`src/rtl/segment_transition_ctl_pkg.sv`:
```
// Shared constants for the segment transition controller: request mode
// encodings, the "repeat forever" value and the mode-validity helper.
package segment_transition_ctl_pkg;

    localparam logic [2:0] TRANSITION_MODE_IMMEDIATE = 3'd0;
    localparam logic [2:0] TRANSITION_MODE_EXT       = 3'd1;
    localparam logic [2:0] TRANSITION_MODE_SYS_TIME  = 3'd2;
    localparam logic [2:0] TRANSITION_MODE_GPIO      = 3'd3;

    // All-ones repeat count means "loop forever"; sliced down to REP_W by users.
    localparam logic [63:0] REP_INFINITE = '1;

    // Modes 0-2 are always legal; mode 3 only when the GPIO trigger is built in.
    function automatic logic mode_is_valid(input logic [2:0] mode, input logic gpio_en);
        return (mode <= TRANSITION_MODE_SYS_TIME) ||
               (gpio_en && (mode == TRANSITION_MODE_GPIO));
    endfunction

endpackage

```
`src/rtl/segment_transition_ctl_edge_detect.sv`:
```
// Registered rising-edge detector: two-flop history of the input level,
// one-cycle pulse when the newer sample is high and the older one low.
module edge_detect (
    input  logic clk,
    input  logic rst,
    input  logic trig,
    output logic rise
);

    logic trig_p0;
    logic trig_p1;

    // Shift the trigger level through the two-flop history.
    always_ff @(posedge clk) begin
        if (rst) begin
            trig_p0 <= 1'b0;
            trig_p1 <= 1'b0;
        end else begin
            trig_p0 <= trig;
            trig_p1 <= trig_p0;
        end
    end

    assign rise = trig_p0 & ~trig_p1;

endmodule

```
`src/rtl/segment_transition_ctl.sv`:
```
// Segment transition controller: accepts a segment-change request in IDLE,
// waits for the selected trigger (immediate, loop end, system time or GPIO
// edge), swaps the active segment for one cycle and tracks the repeat count.
// Build option: define SEGMENT_GPIO_TRIG_EN to enable GPIO mode (mode 3);
// without it mode 3 is rejected as invalid and GPIO_TRIG is ignored.
module segment_transition_ctl #(
    parameter int REP_W  = 16,
    parameter int TIME_W = 64
) (
    input  logic              CLK,
    input  logic              RESET,
    input  logic              REQ_VALID,
    input  logic              REQ_SEGMENT,
    input  logic [2:0]        REQ_MODE,
    input  logic [TIME_W-1:0] REQ_TIME,
    input  logic [REP_W-1:0]  REQ_REP,
    input  logic [TIME_W-1:0] SYS_TIME,
    input  logic              CYCLE_END,
    input  logic              GPIO_TRIG,
    output logic              SEGMENT,
    output logic              REQ_READY,
    output logic              SWAP_DONE,
    output logic              STOP,
    output logic              ERR_LATE,
    output logic              ERR_MODE
);

    import segment_transition_ctl_pkg::*;

    typedef enum logic [2:0] {
        ST_IDLE,
        ST_WAIT_EXT,
        ST_WAIT_TIME,
        ST_WAIT_GPIO,
        ST_SWAP
    } state_t;

    localparam logic [REP_W-1:0] REP_INF = REP_INFINITE[REP_W-1:0];
    localparam logic [REP_W-1:0] REP_ONE = {{(REP_W-1){1'b0}}, 1'b1};

`ifdef SEGMENT_GPIO_TRIG_EN
    localparam logic GPIO_EN = 1'b1;
`else
    localparam logic GPIO_EN = 1'b0;
`endif

    state_t            state;
    state_t            state_next;
    logic              accept;
    logic              mode_ok;
    logic              late;
    logic              gpio_rise;
    logic              seg_q;
    logic [TIME_W-1:0] time_q;
    logic [REP_W-1:0]  rep_q;
    logic [REP_W-1:0]  rep_cnt;

`ifdef SEGMENT_GPIO_TRIG_EN
    edge_detect u_gpio_edge (
        .clk  (CLK),
        .rst  (RESET),
        .trig (GPIO_TRIG),
        .rise (gpio_rise)
    );
`else
    logic unused_gpio_trig;
    assign unused_gpio_trig = GPIO_TRIG;
    assign gpio_rise        = 1'b0;
`endif

    assign REQ_READY = (state == ST_IDLE);
    assign accept    = REQ_VALID && REQ_READY;
    assign mode_ok   = mode_is_valid(REQ_MODE, GPIO_EN);
    assign late      = (REQ_TIME < SYS_TIME);

    // State register; reset aborts any pending wait.
    always_ff @(posedge CLK) begin
        if (RESET) begin
            state <= ST_IDLE;
        end else begin
            state <= state_next;
        end
    end

    // Next-state decode: pick the wait state from the request mode, leave it on the trigger.
    always_comb begin
        state_next = state;
        case (state)
            ST_IDLE: begin
                if (REQ_VALID && mode_ok) begin
                    case (REQ_MODE)
                        TRANSITION_MODE_IMMEDIATE: state_next = ST_SWAP;
                        TRANSITION_MODE_EXT:       state_next = ST_WAIT_EXT;
                        TRANSITION_MODE_SYS_TIME:  state_next = late ? ST_IDLE : ST_WAIT_TIME;
                        TRANSITION_MODE_GPIO:      state_next = ST_WAIT_GPIO;
                        default:                   state_next = ST_IDLE;
                    endcase
                end
            end
            ST_WAIT_EXT: begin
                if (CYCLE_END) begin
                    state_next = ST_SWAP;
                end
            end
            ST_WAIT_TIME: begin
                if (SYS_TIME >= time_q) begin
                    state_next = ST_SWAP;
                end
            end
            ST_WAIT_GPIO: begin
                if (gpio_rise) begin
                    state_next = ST_SWAP;
                end
            end
            ST_SWAP: state_next = ST_IDLE;
            default: state_next = ST_IDLE;
        endcase
    end

    // Capture the request payload at acceptance; later input changes are ignored.
    always_ff @(posedge CLK) begin
        if (accept) begin
            seg_q  <= REQ_SEGMENT;
            time_q <= REQ_TIME;
            rep_q  <= REQ_REP;
        end
    end

    // Segment swap, repeat counter and STOP; a swap reload wins over a coincident CYCLE_END.
    always_ff @(posedge CLK) begin
        if (RESET) begin
            SEGMENT   <= 1'b0;
            SWAP_DONE <= 1'b0;
            STOP      <= 1'b0;
            rep_cnt   <= REP_INF;
        end else begin
            SWAP_DONE <= (state == ST_SWAP);
            if (state == ST_SWAP) begin
                SEGMENT <= seg_q;
                rep_cnt <= rep_q;
                STOP    <= 1'b0;
            end else if (CYCLE_END && (rep_cnt != REP_INF)) begin
                if (rep_cnt != '0) begin
                    rep_cnt <= rep_cnt - REP_ONE;
                end
                if (rep_cnt <= REP_ONE) begin
                    STOP <= 1'b1;
                end
            end
        end
    end

    // Sticky request errors, refreshed by every accepted request with a legal mode.
    always_ff @(posedge CLK) begin
        if (RESET) begin
            ERR_LATE <= 1'b0;
            ERR_MODE <= 1'b0;
        end else if (accept) begin
            if (!mode_ok) begin
                ERR_MODE <= 1'b1;
            end else begin
                ERR_MODE <= 1'b0;
                ERR_LATE <= (REQ_MODE == TRANSITION_MODE_SYS_TIME) && late;
            end
        end
    end

endmodule

```
`config.mk`:
```
export PLATFORM = sky130hd
export DESIGN_NAME = segment_transition_ctl
export DESIGN_NICKNAME = d
export VERILOG_FILES = /design/src/rtl/segment_transition_ctl_pkg.sv /design/src/rtl/segment_transition_ctl_edge_detect.sv /design/src/rtl/segment_transition_ctl.sv
export SDC_FILE = /design/constraint.sdc
export NUM_CORES = 1
export LEC_CHECK = 0
export CORE_ASPECT_RATIO = 0.8
export CORE_MARGIN = 1.5
export CORE_UTILIZATION = 60
export DETAILED_ROUTE_END_ITERATION = 10
export DONT_BUFFER_PORTS = 1
export PLACE_DENSITY = 0.86
export SYNTH_ARGS = -nofsm -noshare
export SYNTH_HDL_FRONTEND = slang
export SYNTH_HIERARCHICAL = 1
export SYNTH_SLANG_ARGS = --single-unit
```
`constraint.sdc`:
```
create_clock -name CLK -period 4.4 [get_ports CLK]
set_input_delay 0.88 -clock CLK [delete_from_list [all_inputs] [get_ports CLK]]
set_output_delay 0.88 -clock CLK [all_outputs]
set_load 0.01 [all_outputs]
```
==> impl_metrics.csv <==
group,metric,value,unit
status,outcome,"complete, no violations",
cells_and_area,antennaDiodeCount,0,
worst_setup_path,reg2reg_to,"rep_cnt[10]",
clock_tree,cts_tree,"built",
synth,synthesis.nets,965,
cells_and_area,layout_commonest_cell,"inv_1",
worst_setup_path,worstPathCellList,"inv_1 -> ha_1 -> a21o_1 -> a21o_1 -> a221o_1 -> a221o_1 -> o311ai_1 -> a21o_1 -> o31ai_1",
worst_setup_path,slowest_delay,410,ps
power_and_ir_drop,internal-power,0.00175,W
timing,setup_violations,0,
global_route,grt_pass1_vias,5351,
synth,ys_ff_latch,105,
worst_setup_path,path_common_cell,"a21o_1",
worst_setup_path,cp_slowest_cell,"o311ai_1",
detailed_routing,drc,0,
clock_tree,cts.sinks,105,
worst_setup_path,cp_data_required_time,4620,ps
worst_setup_path,crit_buf_inv,1,
cells_and_area,postLayoutCellArea,0.00737,mm²
worst_setup_path,crit_family,"compound AO/OA/AOI/OAI gates",
synth,netlist.area_leader.share,0.351,
power_and_ir_drop,pwr-share-comb,0.162,
detailed_routing,met1_length,6130,µm
place,dp_hpwl,12100,µm
detailed_routing,wl_per_cell,18.1,µm
detailed_routing,vias_per_cell,5.97,
cells_and_area,final_cell_mix,"inv_1, ha_1, edfxtp_1, a21oi_1, nor2_1",
power_and_ir_drop,pwr-share-clk,0.335,
worst_hold_path,hold_path.class,"reg2reg",
place,place_area,0.00708,mm²
worst_setup_path,critPathKind,"in2reg",
clock_tree,path_clk_slew,70,ps
global_route,grt-ovfl-total,0,
synth,synth_edf_count,81,
place,port_buffers,0,
global_route,grt_max_degree,83,
cells_and_area,drive_above_1_share,0.0390,
clock_tree,cts_max_path_buffers,2,
timing,setup_ws,1790,ps
clock_tree,cts_hold_buf,0,
power_and_ir_drop,ir_drop,0.000249,V
global_route,grt_pass1_wl,24400,µm
worst_setup_path,r2r_slack,1850,ps
floorplan,fp.dieArea,0.0122,mm²
clock_tree,cts-root-buf,"clkbuf_16",
global_route,antenna_found_initial,0,
timing,setup_tns,0,ps
worst_setup_path,r2r_start,"rep_cnt[8]",
cells_and_area,fillers,831,
synth,postSynthCellCount,681,
power_and_ir_drop,swShare,0.258,
synth,yosysTopAreaCell,"edfxtp_1",
synth,synth-seq-area-share,0.421,
synth,synthTopCellsByArea,"edfxtp_1, ha_1, inv_1",
synth,synth_ff_type,"edfxtp_1",
detailed_routing,postRouteAntennaNets,0,
timing,fin_crit_sh,0.592,
worst_setup_path,critical_path.endpoint,"state[1]",
cells_and_area,nets,971,
detailed_routing,routed_wl,15100,µm
cells_and_area,seqCellArea,0.00291,mm²
flow_run,cap_violations,0,
place,place_congestion,0.918,
worst_setup_path,startpoint,"SYS_TIME[25]",
timing,tightest_slew,1120,ps
cells_and_area,multi_input_area,0.00348,mm²
detailed_routing,drt-initial-drc-count,219,
worst_setup_path,arrival,2830,ps
power_and_ir_drop,powerDensity,319,mW/mm²
timing,relSlewSlack,0.250,
worst_setup_path,endpoint_kind,"flip-flop",
cells_and_area,syn_to_final_growth,6.47,%
detailed_routing,wl_met3,1580,µm
timing,rsz0062_at_grt,"false",
clock_tree,cts-resized-gates,0,
worst_setup_path,cp_max_fo,2,
timing,clock_skew,5.21,ps
clock_tree,h-tree-depth,3,
global_route,grt_usage,0.254,
power_and_ir_drop,p_leak,3.49,nW
synth,netlist_area,0.00692,mm²
timing,fmax,384,MHz
synth,synth-async-reset-ratio,0,
floorplan,pin_count,159,
floorplan,die_h,99.1,µm
clock_tree,post_cts_buffers,0,
worst_setup_path,start_kind,"input port",
power_and_ir_drop,p_sw,0.000606,W
floorplan,die_x,123,µm
timing,fin_crit,2610,ps
worst_setup_path,rr_worst_depth,7,
detailed_routing,drtPass1Iterations,4,
detailed_routing,vias,4989,
place,dp_slack,1410,ps
timing,slew_viol_final,0,
floorplan,core,0.0111,mm²
synth,ys_types,51,
floorplan,initial_core_util,0.626,
synth,syn_area_per_cell,10.2,µm²
floorplan,rows,34,
timing,final_hold_viol_count,0,
clock_tree,clk_latency,340,ps
detailed_routing,wl_met2,7270,µm
worst_setup_path,path_depth,9,
clock_tree,numCtsBuffers,9,
detailed_routing,routed.top_layer,"met4",
synth,yosysWarnings,6,
power_and_ir_drop,pwr-share-seq,0.503,
## worst reg2reg max path, cell delays in order, from the launching register on
cell and delay (ps):
dfxtp_1 380, or4_4 620, nor4_4 230, a41oi_2 360, nand3_1 330, or4_1 160, a31oi_1 70, or2_2 280
## cells in the mapped netlist (2+ instances only)
cell and n:
a221o_1 3, a211o_1 2, xor2_1 7, or2_2 3, nand3b_1 2, nor2_1 32
o21a_1 3, a2111oi_0 4, o31ai_1 4, o32ai_1 2, nand2b_1 3, inv_1 134
a221oi_1 3, o21ai_0 19, o211ai_1 4, nand3_1 18, a31oi_1 4, dfxtp_1 24
and3_1 3, nor2b_1 3, nand4_1 19, nor4_1 6, and2_1 3, a21oi_1 53
or3_1 2, a211oi_1 9, nor3_1 15, nand2_1 31, xnor2_1 6, nor4_4 2
ha_1 131, o41ai_1 2, a21o_1 19, clkbuf_1 4, edfxtp_1 81, and4_1 6
## per-stage QoR
step	util	cells	power, W	hold WS (ps)
detailed placement	0.640	820	0.00158	450
global route	0.666	836	0.00247	492
finish	0.666	836	0.00235	462
CTS	0.666	836	0.00237	466
global placement	0.640	820	0.00155	439
floorplan	-	681	0.00149	429
## worst min-delay path by stage
stage                   to  slack (ps)      start  cells past startpoint
3_5_place_dp    rep_cnt[1]         450   rep_q[1]                      1
6_report        rep_cnt[1]         460   rep_q[1]                      1
4_1_cts         rep_cnt[1]         470   rep_q[1]                      1
5_1_grt         rep_cnt[1]         490   rep_q[1]                      1
3_3_place_gp    rep_cnt[1]         440   rep_q[1]                      1
2_1_floorplan  rep_cnt[11]         430  rep_q[11]                      1
## final cells by class
type,count,area share
Clock buffer,12,0.0363
Clock inverter,4,0.00323
Inverter,134,0.0683
Multi-Input combinational cell,437,0.472
Sequential cell,105,0.395
Tap cell,144,0.0245
## per-layer routing
metal	track usage	vias up
li1	-	2455
met1	0.296	2323
met2	0.435	197
met3	0.101	14
met4	0.0690	0
met5	0	-
## sequential cells by signal, summed over array words and instances, names as in the netlist
signal,count
ERR_LATE,1
ERR_MODE,1
SEGMENT,1
STOP,1
SWAP_DONE,1
rep_cnt,16
rep_q,16
seg_q,1
state,3
time_q,64
## power by group through the flow
| stage | Combinational (W) | Sequential [W] | Clock (W) |
|---|---|---|---|
| after floorplan | 0.000294 | 0.00120 | 0 |
| after global placement | 0.000348 | 0.00120 | 0 |
| after detailed placement | 0.000377 | 0.00120 | 0 |
| after CTS | 0.000382 | 0.00118 | 0.000801 |
| after global routing | 0.000440 | 0.00119 | 0.000839 |
| final | 0.000382 | 0.00118 | 0.000788 |
## cell families after synthesis
logic type	synth area share
AO/OA/AOI/OAI	0.129
XOR/XNOR	0.0165
adder cells (fa/ha/maj)	0.237
buffers and inverters	0.0765
flip-flops	0.421
AND/OR/NAND/NOR	0.120
Note: power is estimated with default switching activity, not from simulation.
